$ cat src/rtl/rr_merge_arbiter_pkg.sv
// Shared types and helpers for the round-robin merge arbiter and its priority encoder.
package rr_merge_arbiter_pkg;

   typedef enum logic {
      ARB    = 1'b0,
      LOCKED = 1'b1
   } arb_state_t;

   localparam int DEF_N     = 4;
   localparam int DEF_WIDTH = 8;

   // ceil(log2(n)), never less than 1 so a 2-entry arbiter still gets a real index bit.
   function automatic int idx_width(input int n);
      int w;
      w = 1;
      while ((1 << w) < n) w++;
      return w;
   endfunction

endpackage

$ cat src/rtl/rr_merge_arbiter_if.sv
// N-requester flit bundle plus the merged output channel; slave is the arbiter's view.
interface rr_merge_arbiter_if
   import rr_merge_arbiter_pkg::*;
#(
   parameter int N     = DEF_N,
   parameter int WIDTH = DEF_WIDTH,
   parameter int IDXW  = idx_width(N)
);
   logic [N-1:0]       in_valid;
   logic [N-1:0]       in_last;
   logic [N*WIDTH-1:0] in_data;
   logic [N-1:0]       in_ready;
   logic               out_valid;
   logic               out_ready;
   logic [WIDTH-1:0]   out_data;
   logic               out_last;
   logic [IDXW-1:0]    out_sel;

   modport slave (
      input  in_valid, in_last, in_data, out_ready,
      output in_ready, out_valid, out_data, out_last, out_sel
   );

   modport master (
      output in_valid, in_last, in_data, out_ready,
      input  in_ready, out_valid, out_data, out_last, out_sel
   );
endinterface

$ cat src/rtl/rr_merge_arbiter_pick.sv
// Rotate-priority encoder: first asserted req at or after ptr, wrapping mod N.
// Purely combinational, no latency; no backpressure of its own.
module rr_pick
   import rr_merge_arbiter_pkg::*;
#(
   parameter int N    = DEF_N,
   parameter int IDXW = idx_width(N)
) (
   input  logic [N-1:0]    req,
   input  logic [IDXW-1:0] ptr,
   output logic            gnt_valid,
   output logic [IDXW-1:0] gnt_idx
);

   logic [IDXW-1:0] j;

   // Walk from the farthest offset back to ptr so the nearest requester is the last writer.
   always_comb begin
      gnt_valid = 1'b0;
      gnt_idx   = '0;
      j         = '0;
      for (int k = N - 1; k >= 0; k--) begin
         j = IDXW'((int'(ptr) + k) % N);
         if (req[j]) begin
            gnt_valid = 1'b1;
            gnt_idx   = j;
         end
      end
   end

endmodule

$ cat src/rtl/rr_merge_arbiter.sv
// Round-robin N:1 packet merge with grant lock until last flit; 1-cycle latency through one output register.
// Backpressure: a full, stalled output register drops every in_ready; a locked owner stalls all others.
module rr_merge_arbiter
   import rr_merge_arbiter_pkg::*;
#(
   parameter int N     = DEF_N,
   parameter int WIDTH = DEF_WIDTH,
   parameter int IDXW  = idx_width(N)
) (
   input logic               clk,
   input logic               rst,
   rr_merge_arbiter_if.slave bus
);

   arb_state_t      state, nxt_state;
   logic [IDXW-1:0] ptr, nxt_ptr;
   logic [IDXW-1:0] owner, nxt_owner;
   logic [IDXW-1:0] sel_idx;
   logic [IDXW-1:0] gnt_idx;
   logic            gnt_valid;
   logic            space;
   logic            load;
   logic [N-1:0]    rdy;
   logic [WIDTH-1:0] lane [N];

   logic             out_valid_q;
   logic [WIDTH-1:0] out_data_q;
   logic             out_last_q;
   logic [IDXW-1:0]  out_sel_q;

   for (genvar i = 0; i < N; i++) begin : g_lane
      assign lane[i] = bus.in_data[i*WIDTH +: WIDTH];
   end

   rr_pick #(.N(N), .IDXW(IDXW)) u_pick (
      .req       (bus.in_valid),
      .ptr       (ptr),
      .gnt_valid (gnt_valid),
      .gnt_idx   (gnt_idx)
   );

   assign space = !out_valid_q || bus.out_ready;

   always_comb begin
      nxt_state = state;
      nxt_ptr   = ptr;
      nxt_owner = owner;
      sel_idx   = gnt_idx;
      load      = 1'b0;
      rdy       = '0;
      unique case (state)
         ARB: begin
            if (space && gnt_valid) begin
               rdy[gnt_idx] = 1'b1;
               load         = 1'b1;
               nxt_ptr      = (gnt_idx == IDXW'(N - 1)) ? '0 : gnt_idx + IDXW'(1);
               if (!bus.in_last[gnt_idx]) begin
                  nxt_owner = gnt_idx;
                  nxt_state = LOCKED;
               end
            end
         end
         LOCKED: begin
            // Owner keeps the channel even while it idles mid-packet.
            sel_idx    = owner;
            rdy[owner] = space;
            if (space && bus.in_valid[owner]) begin
               load = 1'b1;
               if (bus.in_last[owner]) nxt_state = ARB;
            end
         end
         default: nxt_state = ARB;
      endcase
   end

   always_ff @(posedge clk) begin
      if (rst) begin
         state       <= ARB;
         ptr         <= '0;
         owner       <= '0;
         out_valid_q <= 1'b0;
         out_data_q  <= '0;
         out_last_q  <= 1'b0;
         out_sel_q   <= '0;
      end else begin
         state <= nxt_state;
         ptr   <= nxt_ptr;
         owner <= nxt_owner;
         if (load) begin
            out_valid_q <= 1'b1;
            out_data_q  <= lane[sel_idx];
            out_last_q  <= bus.in_last[sel_idx];
            out_sel_q   <= sel_idx;
         end else if (bus.out_ready) begin
            out_valid_q <= 1'b0;
         end
      end
   end

   assign bus.in_ready  = rdy;
   assign bus.out_valid = out_valid_q;
   assign bus.out_data  = out_data_q;
   assign bus.out_last  = out_last_q;
   assign bus.out_sel   = out_sel_q;

endmodule

$ cat src/flat_wrapper.sv
// flat-port wrapper written by rule: the top's interface ports become plain ports
module rr_merge_arbiter_flat import rr_merge_arbiter_pkg::*;
#(
   parameter int N     = DEF_N,
   parameter int WIDTH = DEF_WIDTH,
   parameter int IDXW  = idx_width(N)
)
  (clk, rst, bus_in_valid, bus_in_last, bus_in_data, bus_out_ready, bus_in_ready, bus_out_valid, bus_out_data, bus_out_last, bus_out_sel);
  rr_merge_arbiter_if #(.N(N), .WIDTH(WIDTH), .IDXW(IDXW)) bus_i ();
  input logic clk;
  input logic rst;
  input wire logic [$bits(bus_i.in_valid)-1:0] bus_in_valid;
  input wire logic [$bits(bus_i.in_last)-1:0] bus_in_last;
  input wire logic [$bits(bus_i.in_data)-1:0] bus_in_data;
  input wire logic [$bits(bus_i.out_ready)-1:0] bus_out_ready;
  output wire logic [$bits(bus_i.in_ready)-1:0] bus_in_ready;
  output wire logic [$bits(bus_i.out_valid)-1:0] bus_out_valid;
  output wire logic [$bits(bus_i.out_data)-1:0] bus_out_data;
  output wire logic [$bits(bus_i.out_last)-1:0] bus_out_last;
  output wire logic [$bits(bus_i.out_sel)-1:0] bus_out_sel;
  assign bus_i.in_valid = bus_in_valid;
  assign bus_i.in_last = bus_in_last;
  assign bus_i.in_data = bus_in_data;
  assign bus_i.out_ready = bus_out_ready;
  assign bus_in_ready = bus_i.in_ready;
  assign bus_out_valid = bus_i.out_valid;
  assign bus_out_data = bus_i.out_data;
  assign bus_out_last = bus_i.out_last;
  assign bus_out_sel = bus_i.out_sel;
  rr_merge_arbiter #(.N(N), .WIDTH(WIDTH), .IDXW(IDXW)) u_core (.clk(clk), .rst(rst), .bus(bus_i));
endmodule
$ cat config.mk
export PLATFORM = sky130hd
export DESIGN_NAME = rr_merge_arbiter_flat
export DESIGN_NICKNAME = d
export VERILOG_FILES = /design/src/rtl/rr_merge_arbiter_pkg.sv /design/src/rtl/rr_merge_arbiter_if.sv /design/src/rtl/rr_merge_arbiter_pick.sv /design/src/rtl/rr_merge_arbiter.sv /design/src/flat_wrapper.sv
export SDC_FILE = /design/constraint.sdc
export NUM_CORES = 1
export LEC_CHECK = 0
export CORE_MARGIN = 4
export CORE_UTILIZATION = 47
export CTS_CLUSTER_SIZE = 30
export DETAILED_ROUTE_END_ITERATION = 8
export HOLD_SLACK_MARGIN = 0.15
export PLACE_DENSITY = 0.85
export SLEW_MARGIN = 20
export SYNTH_ARGS = -nofsm -noshare
export SYNTH_HDL_FRONTEND = slang
export SYNTH_SLANG_ARGS = --single-unit
$ cat constraint.sdc
create_clock -name clk -period 6.89 [get_ports clk]
set_input_delay 1.378 -clock clk [delete_from_list [all_inputs] [get_ports clk]]
set_output_delay 1.378 -clock clk [all_outputs]
set_load 0.03 [all_outputs]
==> impl_metrics.env <==
export IMPL_final_hold_viol_count=0
export IMPL_grt_use_total_pct=21.1
export IMPL_wirelength_um=4470
export IMPL_drive_gt1_share_pct=7.09
export IMPL_cts_setup_buffers=0
export IMPL_postCtsResizedCells=0
export IMPL_synth_seq_cells=17
export IMPL_ff2ff_path_depth=4
export IMPL_fillers=285
export IMPL_layout_commonest_cell="clkdlybuf4s50_1"
export IMPL_grt_pass1_vias=1469
export IMPL_fp_row_count=20
export IMPL_tightest_slew_ns=1.04
export IMPL_critical_path_class="in2out"
export IMPL_use_met1_pct=29.6
export IMPL_cts_buffer_depth=2
export IMPL_cts_tree="yes"
export IMPL_htree_levels=1
export IMPL_setup_violations=0
export IMPL_async_reset_ff_share_pct=0
export IMPL_outcome="completed"
export IMPL_crit_top_cell="clkdlybuf4s50_1"
export IMPL_cp_max_fo=20
export IMPL_start_util_pct=49.5
export IMPL_p_comb_share_pct=68.0
export IMPL_clock_latency_ns=0.30
export IMPL_dieArea_mm2=0.00422
export IMPL_period_share_pct=81.0
export IMPL_worstSetupEndpointType="primary output"
export IMPL_clock_sinks=17
export IMPL_place_area_mm2=0.00208
export IMPL_ys_flop_type="dfxtp_1"
export IMPL_syn_num_nets=257
export IMPL_gr_total_overflow=0
export IMPL_max_slew_margin_rel_pct=30.7
export IMPL_regArea_um2=340
export IMPL_netlist_area_mm2=0.00152
export IMPL_drv_slew=0
export IMPL_clock_skew_ns=0.00481
export IMPL_met3_usage_pct=4.16
export IMPL_post_route_min_period_ns=5.58
export IMPL_synth_top_cells_by_area="dfxtp_1, a22o_1, nand2_1, a21oi_1, nor2_1"
export IMPL_fmax_ghz=0.179
export IMPL_multi_input_area_mm2=0.00108
export IMPL_synth_largest_area_cell="dfxtp_1"
export IMPL_antenna_found_initial=0
export IMPL_finalNetCount=302
export IMPL_start_kind="input pin"
export IMPL_arrival_ns=4.20
export IMPL_cts_buffers=3
export IMPL_clockPowerShare_pct=7.7
export IMPL_clk_pin_slew_ns=0.11
export IMPL_syn_to_final_growth_pct=38.5
export IMPL_syn_inst=210
export IMPL_wl_per_cell_um=15.0
export IMPL_switching_share_pct=48.8
export IMPL_gp_congestion=0.852
export IMPL_rsz0062_at_grt="no"
export IMPL_clockRootBuffer="clkbuf_4"
export IMPL_yosys_warnings=0
export IMPL_via_per_inst=5.63
export IMPL_power_frac_seq_pct=24.4
export IMPL_die_x_um=64.9
export IMPL_leakage_uw=0.000827
export IMPL_routed_via_count=1678
export IMPL_path_cells="clkdlybuf4s50_1, nor2_2, or4_1, and2_4, inv_2, ha_1, a32oi_1, nor2_1, clkdlybuf4s50_1"
export IMPL_port_buffers=58
export IMPL_synth_top_area_share_pct=22.3
export IMPL_synth_edff_count=0
export IMPL_postRouteAntennaNets=0
export IMPL_cts_hold_buf=0
export IMPL_power_density_mw_per_mm2=358
export IMPL_utilization_pct=68.6
export IMPL_yosysSeqAreaShare_pct=22.3
export IMPL_hold_class="reg2reg"
export IMPL_die_h_um=64.9
export IMPL_io_pins=59
export IMPL_maxCapViolCount=0
export IMPL_min_delay_path_depth=2
export IMPL_firstDrtPassIters=4
export IMPL_grt_pass1_wl_um=7090
export IMPL_core_mm2=0.00308
export IMPL_synth_distinct_cells=39
export IMPL_syn_avg_cell_area_um2=7.26
export IMPL_globalRouteMet2Util_pct=32.1
export IMPL_diodes=0
export IMPL_layout_common_cells="clkdlybuf4s50_1, nand2_1, nor2_1, a21oi_1, a22o_1"
export IMPL_crit_slowest_cell="or4_1"
export IMPL_ir_drop_mv=0.213
export IMPL_busiest_layer="met2"
export IMPL_fin_tns_setup_ns=0
export IMPL_p_int_uw=387
export IMPL_final_area_mm2=0.00211
export IMPL_dp_hpwl_um=3240
export IMPL_cp_required_ns=5.51
export IMPL_switchingPower_uw=369
export IMPL_critPathMaxStageDelay_ns=0.81
export IMPL_drc=0
export IMPL_grt_max_degree=33
export IMPL_dr_first_iter_drc_count=75
-- critical path, delay by kind of cell --
kind | cells | cell delay, ns
compound gates | 1 | 0.05
fa+ha+maj | 1 | 0.15
buf+inv | 3 | 1.31
simple gates | 4 | 1.31
-- metrics by stage --
step	hold WS [ns]	std cells	setup WS [ns]	total power, µW
final	0.498	298	1.31	756
after CTS	0.505	298	1.31	754
after detailed placement	0.489	294	1.32	695
after global routing	0.529	298	1.18	817
after floorplan	0.491	210	2.52	548
after global placement	0.474	294	1.36	690
-- cells in the mapped netlist (2+ instances only) --
| cell | instances |
|---|---|
| buf_2 | 2 |
| nor2_1 | 24 |
| a32oi_1 | 4 |
| a211oi_1 | 11 |
| buf_6 | 2 |
| nand2_1 | 29 |
| and3_1 | 8 |
| a21boi_1 | 2 |
| o21ai_0 | 10 |
| a22o_1 | 18 |
| a21oi_1 | 21 |
| mux2i_1 | 2 |
| ha_1 | 4 |
| nor2b_1 | 5 |
| nor4_1 | 2 |
| dfxtp_1 | 17 |
| clkbuf_1 | 14 |
| inv_1 | 3 |
| nor3_1 | 4 |
| nand3_1 | 9 |
-- power by group through the flow --
stage	Combinational, µW	Clock [µW]	Sequential, µW
after CTS	511	60.0	183
after floorplan	332	0	216
final	514	58.1	184
after detailed placement	509	0	186
after global placement	505	0	185
after global routing	559	64.9	193
-- kinds of logic (layout without fill, tap and decap cells) --
| family | count (synthesis) | count (layout) | synth area share, % |
|---|---|---|---|
| mux | 5 | 5 | 5.50 |
| simple gates | 88 | 88 | 27.4 |
| buf+inv | 23 | 67 | 6.81 |
| fa+ha+maj | 4 | 4 | 3.28 |
| flops | 17 | 17 | 22.3 |
| compound gates | 73 | 73 | 34.6 |
-- sequential cells by signal, summed over array words and instances (netlist names) --
signal                cells
u_core.bus.out_sel        2
u_core.bus.out_data       8
u_core.state              1
u_core.bus.out_valid      1
u_core.owner              2
u_core.ptr                2
u_core.bus.out_last       1
-- path summary, 6_finish.rpt --
path	start	endpoint	slack (ns)
worst max-delay path	bus_in_valid[3]	bus_in_ready[3]	1.31
worst min-delay path	u_core.bus.out_sel[1]$_SDFFE_PP0P_	u_core.bus.out_sel[1]$_SDFFE_PP0P_	0.50
worst max register to register	u_core.state$_SDFF_PP0_	u_core.bus.out_last$_SDFFE_PP0P_	4.43
worst min register to register	u_core.bus.out_sel[1]$_SDFFE_PP0P_	u_core.bus.out_sel[1]$_SDFFE_PP0P_	0.50
-- metal layers --
| metal | share of wire [%] | routed length, µm |
|---|---|---|
| met1 | 46 | 2040 |
| met2 | 46 | 2060 |
| met3 | 7.1 | 319 |
| met4 | 1.1 | 51 |
| met5 | 0 | 0 |
-- area by class of cell --
type | count | share of cell area (%)
flip-flops and latches | 17 | 16.1
clock inverters | 1 | 0.237
repair buffers | 59 | 27.9
clock buffers | 3 | 1.07
well taps | 44 | 2.61
inverters | 4 | 0.711
multi-input cells | 170 | 51.4
No activity file was read; power rests on OpenSTA's default activity.
